### src/rtl/sevenseg_pkg.sv
// Shared constants and types for the four-digit seven-segment scan controller.
// Optional blink support is built when SSD_BLINK_EN is defined.
package sevenseg_pkg;

  localparam int NUM_DIGITS = 4;
  localparam logic [3:0] AN_OFF = 4'b1111;
  localparam logic [3:0] BLANK_CODE = 4'hF;

  typedef logic [1:0] slot_t;

  function automatic logic [3:0] nib_sel(
    input logic [15:0] v,
    input slot_t s
  );
    return v[{s, 2'b00} +: 4];
  endfunction

  function automatic logic [3:0] an_sel(
    input slot_t s
  );
    return ~(4'b0001 << s);
  endfunction

endpackage

### src/rtl/ssd_refresh_timer.sv
// Slot prescaler and digit index for the scan controller.
// Under SSD_BLINK_EN it also keeps an 8-bit frame counter for blink phase.
module ssd_refresh_timer
  import sevenseg_pkg::*;
#(
  parameter int CLK_DIV = 50000,
  parameter int GUARD = 2
) (
  input  logic  Clk,
  input  logic  Reset,
  output logic  tick,
  output logic  frame_end,
  output slot_t idx,
  output logic  guard_active,
  output logic  blink_phase
);

  localparam int CW = (CLK_DIV > 2) ? $clog2(CLK_DIV) : 1;
  localparam logic [CW-1:0] LAST = CW'(CLK_DIV - 1);

  logic [CW-1:0] cnt;

  assign tick = (cnt == LAST);
  assign frame_end = tick && (idx == 2'd3);

  always_ff @(posedge Clk) begin
    if (Reset) begin
      cnt <= '0;
      idx <= '0;
    end else if (tick) begin
      cnt <= '0;
      idx <= idx + 2'd1;
    end else begin
      cnt <= cnt + 1'b1;
    end
  end

  // GUARD of zero means anodes may light from the first cycle of a slot
  generate
    if (GUARD == 0) begin : g_noguard
      assign guard_active = 1'b0;
    end else begin : g_guard
      assign guard_active = (cnt < CW'(GUARD));
    end
  endgenerate

`ifdef SSD_BLINK_EN
  logic [7:0] frame_cnt;

  always_ff @(posedge Clk) begin
    if (Reset) begin
      frame_cnt <= '0;
    end else if (frame_end) begin
      frame_cnt <= frame_cnt + 8'd1;
    end
  end

  assign blink_phase = frame_cnt[7];
`else
  assign blink_phase = 1'b0;
`endif

endmodule

### src/rtl/sevenseg_scan_ctrl.sv
// Four-digit seven-segment scan scheduler with frame-aligned load commit.
// Define SSD_BLINK_EN to add the BlinkIn port and per-digit blinking.
module sevenseg_scan_ctrl
  import sevenseg_pkg::*;
#(
  parameter int CLK_DIV = 50000,
  parameter int GUARD = 2
) (
  input  logic        Clk,
  input  logic        Reset,
  input  logic [15:0] DigitsIn,
  input  logic [3:0]  BlankIn,
`ifdef SSD_BLINK_EN
  input  logic [3:0]  BlinkIn,
`endif
  input  logic        Load,
  output logic        LoadAck,
  output logic [3:0]  Dig,
  output logic [3:0]  An
);

  logic  tick_unused;
  logic  frame_end;
  slot_t idx;
  logic  guard_active;
  logic  blink_phase;

  ssd_refresh_timer #(
    .CLK_DIV(CLK_DIV),
    .GUARD  (GUARD)
  ) u_timer (
    .Clk         (Clk),
    .Reset       (Reset),
    .tick        (tick_unused),
    .frame_end   (frame_end),
    .idx         (idx),
    .guard_active(guard_active),
    .blink_phase (blink_phase)
  );

  logic [15:0] act_dig;
  logic [3:0]  act_blank;
  logic [15:0] sh_dig;
  logic [3:0]  sh_blank;
  logic        pend;
  logic        commit;
  logic        lit;

  assign commit = frame_end && pend;

`ifdef SSD_BLINK_EN
  logic [3:0] act_blink;
  logic [3:0] sh_blink;

  always_ff @(posedge Clk) begin
    if (Reset) begin
      act_blink <= '0;
      sh_blink <= '0;
    end else begin
      if (commit) act_blink <= sh_blink;
      if (Load) sh_blink <= BlinkIn;
    end
  end

  assign lit = !guard_active && !act_blank[idx]
            && !(blink_phase && act_blink[idx]);
`else
  logic blink_unused;
  assign blink_unused = blink_phase;
  assign lit = !guard_active && !act_blank[idx];
`endif

  // Commit reads the old shadow before a same-cycle Load refills it
  always_ff @(posedge Clk) begin
    if (Reset) begin
      act_dig <= '0;
      act_blank <= AN_OFF;
      sh_dig <= '0;
      sh_blank <= AN_OFF;
      pend <= 1'b0;
      LoadAck <= 1'b0;
    end else begin
      LoadAck <= commit;
      if (commit) begin
        act_dig <= sh_dig;
        act_blank <= sh_blank;
        pend <= 1'b0;
      end
      if (Load) begin
        sh_dig <= DigitsIn;
        sh_blank <= BlankIn;
        pend <= 1'b1;
      end
    end
  end

  always_ff @(posedge Clk) begin
    if (Reset) begin
      Dig <= 4'h0;
      An <= AN_OFF;
    end else begin
      Dig <= nib_sel(act_dig, idx);
      An <= lit ? an_sel(idx) : AN_OFF;
    end
  end

endmodule

### config.mk
export PLATFORM = sky130hd
export DESIGN_NAME = sevenseg_scan_ctrl
export DESIGN_NICKNAME = d
export VERILOG_FILES = /design/src/rtl/sevenseg_pkg.sv /design/src/rtl/ssd_refresh_timer.sv /design/src/rtl/sevenseg_scan_ctrl.sv
export SDC_FILE = /design/constraint.sdc
export NUM_CORES = 1
export LEC_CHECK = 0
export ABC_AREA = 0
export CAP_MARGIN = 20
export CELL_PAD_IN_SITES_DETAIL_PLACEMENT = 1
export CELL_PAD_IN_SITES_GLOBAL_PLACEMENT = 2
export CORE_UTILIZATION = 32
export DETAILED_ROUTE_END_ITERATION = 8
export PLACE_DENSITY_LB_ADDON = 0.25
export SETUP_SLACK_MARGIN = 0.05
export SLEW_MARGIN = 0
export SYNTH_ARGS = -nofsm -noshare
export SYNTH_HDL_FRONTEND = slang
export SYNTH_HIERARCHICAL = 1
export SYNTH_SLANG_ARGS = --single-unit
export TNS_END_PERCENT = 10
### constraint.sdc
create_clock -name Clk -period 2.2 [get_ports Clk]
set_input_delay 0.55 -clock Clk [delete_from_list [all_inputs] [get_ports Clk]]
set_output_delay 0.55 -clock Clk [all_outputs]
set_load 0.02 [all_outputs]
# Word level (Yosys, flattened, before mapping)
# Index checks and enable logic that the tools add are counted.
word_totals:
  ram_bits: 0
  ff_bits: 68
  romBits: 0
  word_cells: 32
  n_memories: 0
  in_bits: 23
  output_inout_bits: 9
  latch_bits: 0
classes:
  n_eq_ne: 2
  bitwise_logic: 2
  mul: 0
  div: 0
  n_reduce_logical: 8
  shifts: 2
  magnitude_cmp: 2
  add_sub_neg: 2
  muxes: 4
op_table:
  columns: ["operator", "count"]
  rows:
  - ["16-bit by 1-bit adder with 16-bit output, second input constant", 1]
  - ["16-bit == test, second input constant", 1]
  - ["16-bit by 2-bit less-than comparator with 1-bit output, second input constant", 1]
  - ["16-bit by 5-bit variable part select with 4-bit output", 1]
  - ["4-bit NOT", 1]
  - ["2-bit OR reduction", 2]
  - ["1-bit by 2-bit << shifter with 4-bit output, first input constant", 1]
  - ["1-bit logical AND", 3]
  - ["2-bit by 3-bit less-than comparator with 1-bit output, second input constant", 1]
  - ["1-bit two-way mux", 3]
  - ["2-bit by 1-bit adder with 2-bit output, second input constant", 1]
  - ["1-bit binary-select mux with 2-bit select", 1]
  - ["2-bit == test, second input constant", 1]
  - ["1-bit zero test", 2]
  - ["2-bit nonzero test", 1]
  - ["1-bit NOT", 1]

# Depth between registers and ports, before layout
depth:
  ltp_word: 6
  mapped_depth: 8
  ltp_nobuf: 6

# Hierarchy
# The synthesis kept the hierarchy.
modules_own_cells:
  columns: ["module", "instances", "seq_area_each_um2", "area_per_inst_um2", "cells_each"]
  rows:
  - ["sevenseg_scan_ctrl", 1, 1001.0, 1964.4, 185]
  - ["ssd_refresh_timer", 1, 360.3, 883.3, 97]

# Worst setup path before layout
# No wires, ideal clock.
synth_path:
  path_type: "reg-to-reg"
  from: "reg u_timer.cnt[5]"
  to: "reg act_blank[0]"
  arrival_time_ps: 1954
  slack_ps: 126
  setup_time_ps: 120
  required_time_ps: 2080
  path_buffers: 1
  stages_incl_launch_ff: 7
  period_less_slack_ps: 2074
  path_cell_list: "dfxtp_1 > or4_4 > nor4_4 > and2_2 > buf_2 > nand2_1 > a211o_1"
synth_between:
  elab_chain_len: 3
synth_lines:
  columns: ["item", "line_no", "rtl"]
  rows:
  - ["start, declared", "ssd_refresh_timer.sv:21", "logic [CW-1:0] cnt;"]
  - ["start signal, assigned", "ssd_refresh_timer.sv:34", "cnt <= cnt + 1'b1;"]
  - ["16-bit == test", "ssd_refresh_timer.sv:23", "assign tick = (cnt == LAST);"]
  - ["net tick_unused", "sevenseg_scan_ctrl.sv:22", "logic tick_unused;"]
  - ["1-bit logical AND", "ssd_refresh_timer.sv:24", "assign frame_end = tick && (idx == 2'd3);"]
  - ["net frame_end", "sevenseg_scan_ctrl.sv:23", "logic frame_end;"]
  - ["1-bit logical AND", "sevenseg_scan_ctrl.sv:49", "assign commit = frame_end && pend;"]
  - ["end signal, assigned", "sevenseg_scan_ctrl.sv:86", "act_blank <= sh_blank;"]
  - ["end, declared", "sevenseg_scan_ctrl.sv:42", "logic [3:0] act_blank;"]
# The timed path passes the listed nets, and every way through them passes these cells.
# A chain may end at the register's enable or synchronous reset.

# Worst setup path in the final report
layout_path:
  from: "reg u_timer.cnt[5]"
  to: "reg act_blank[3]"
# Same word-level chain as after synthesis.

==> flow_metrics.env <==
export IMPL_cts_max_path_buffers=2
export IMPL_min_period_ps=1990
export IMPL_first_global_vias=2085
export IMPL_clkPwrFrac_pct=49.1
export IMPL_fin_cells=418
export IMPL_power_density_mw_per_mm2=802
export IMPL_htree_num_levels=3
export IMPL_critPathCaptureType="register"
export IMPL_max_freq_mhz=501
export IMPL_clk_pin_slew_worst_paths_ps=80
export IMPL_outcome="finished clean"
export IMPL_p_int_w=0.00224
export IMPL_grt_max_degree=38
export IMPL_routedWlPerCell_um=14.1
export IMPL_start_kind="register"
export IMPL_setup_tns_ps=0
export IMPL_p_leak_nw=1.28
export IMPL_num_antenna_cells=0
export IMPL_ir_drop_mv=0.272
export IMPL_port_buffers=31
export IMPL_post_cts_buffers=0
export IMPL_crit_slowest_cell="or4_4"
export IMPL_antenna_found_initial=0
export IMPL_grt_ovfl_total=0
export IMPL_max_stage_delay_ps=550
export IMPL_num_rows=33
export IMPL_rr_startpoint="u_timer/cnt[5]$_SDFF_PP0_"
export IMPL_syn2layout_area_growth_pct=23.3
export IMPL_combPwrFrac_pct=5.3
export IMPL_initial_core_util_pct=33.8
export IMPL_clock_sinks=68
export IMPL_avgViaCountPerCell=4.85
export IMPL_worst_ep_arrival_time_ps=2220
export IMPL_nets=333
export IMPL_final_cell_mix="dfxtp_1, nor2_1, clkdlybuf4s50_1"
export IMPL_clockRootBuffer="clkbuf_8"
export IMPL_worst_clock_skew_ps=11.4
export IMPL_die_y_um=96.2
export IMPL_critPathKind="reg2reg"
export IMPL_gp_congestion=0.719
export IMPL_syn_area_mm2=0.00284
export IMPL_rsz0062_at_grt="false"
export IMPL_holdCritStartpoint="act_blank[1]$_SDFFE_PP1P_"
export IMPL_drv_slew=0
export IMPL_syn_nets=305
export IMPL_drt_pre_antenna_iters=4
export IMPL_mostFrequentLayoutCell="dfxtp_1"
export IMPL_core_mm2=0.00838
export IMPL_min_path_type="reg2reg"
export IMPL_drc_errors=0
export IMPL_slew_headroom_pct=68.5
export IMPL_path_cells="or4_4 -> nor4_4 -> and2_2 -> nand2_1 -> a211o_1"
export IMPL_dp_cells=402
export IMPL_vias=2028
export IMPL_cp_num_buf_inv=0
export IMPL_cp_max_fo=5
export IMPL_top_level_ports=32
export IMPL_setup_viol=0
export IMPL_hold_viol_final=0
export IMPL_cts_resized=0
export IMPL_die_x_um=96.2
export IMPL_dp_hpwl_mm=4.02
export IMPL_cts_tree="done"
export IMPL_routed_wl_mm=5.88
export IMPL_setup_ws_ps=205
export IMPL_p_sw_w=0.000570
export IMPL_synthCells=280
export IMPL_cp_required_ps=2430
export IMPL_drive_above_1_share_pct=19.8
export IMPL_antenna_left=0
export IMPL_final_period_utilization_pct=90.7
export IMPL_cts_buffers=9
export IMPL_syn_avg_cell_area_um2=10.1
export IMPL_crit_path_start="u_timer/cnt[5]$_SDFF_PP0_"
export IMPL_synth_warnings=6
export IMPL_fill_cells=934
export IMPL_worst_slew_pin_slew_ps=472
export IMPL_hold_buffers=0
export IMPL_drt_iter0_markers=41
export IMPL_pre_cts_slack_ps=200
export IMPL_grt_pass1_wl_mm=10.4
export IMPL_insertion_delay_ps=340
export IMPL_grt_use_total_pct=14.9
export IMPL_die_area_mm2=0.00924
export IMPL_maxCapViolations=0
export IMPL_swShare_pct=20.3
export IMPL_p_seq_share_pct=45.7
export IMPL_critical_path_top_delay_family="simple AND/OR/NAND/NOR gates"
[state kept, by name, indices dropped and copies added (netlist names)]
name,cells
u_timer/cnt,16
sh_dig,16
act_blank,4
act_dig,16
Dig,4
An,4
LoadAck,1
sh_blank,4
u_timer/idx,2
pend,1
[power by group through the flow]
stage               logic (W)  clock network [W]  registers (W)
finish               0.000147            0.00138        0.00128
global route         0.000166            0.00148        0.00129
CTS                  0.000151            0.00142        0.00128
detailed placement   0.000151                  0        0.00131
global placement     0.000147                  0        0.00131
floorplan           0.0000984                  0        0.00130
[per-layer routing]
layer | vias to the layer above | global-route usage [%] | part of all wire [%]
met4 | 0 | 4.48 | 0.56
met1 | 971 | 19.7 | 50
met5 | - | 0 | 0
met2 | 30 | 22.4 | 45
met3 | 2 | 5.77 | 4.4
li1 | 1025 | - | -
[worst reg2reg max path, delay by kind of cell, from the launching register on]
family / cells / cell delay (ps)
flops: 1 / 360
simple gates: 4 / 1190
compound gates: 1 / 340
[stage by stage]
stage                     instance area [um2]  total power [W]  hold slack (ps)  util (%)
after floorplan                          2840          0.00140              416         -
after global placement                   3230          0.00146              446      38.5
after detailed placement                 3230          0.00146              438      38.5
after CTS                                3500          0.00285              458      41.7
after global routing                     3500          0.00294              481      41.7
final                                    3500          0.00281              451      41.7
[path summary, 6_finish.rpt]
check | to | slack (ps) | cells after the start
min | An[1]$_SDFF_PP1_ | 450 | 1
max | act_blank[3]$_SDFFE_PP1P_ | 210 | 5
min reg2reg | An[1]$_SDFF_PP1_ | 450 | 1
max reg2reg | act_blank[3]$_SDFFE_PP1P_ | 210 | 5
[cell type report]
| class | instances | area (um2) | area share (%) |
|---|---|---|---|
| Inverter | 5 | 18.8 | 0.537 |
| Clock inverter | 6 | 134 | 3.83 |
| Tap cell | 105 | 131 | 3.76 |
| Clock buffer | 10 | 138 | 3.94 |
| Sequential cell | 68 | 1360 | 38.9 |
| Timing Repair Buffer | 39 | 390 | 11.2 |
| Multi-Input combinational cell | 185 | 1320 | 37.9 |
Power figures use the tool's default switching activity.
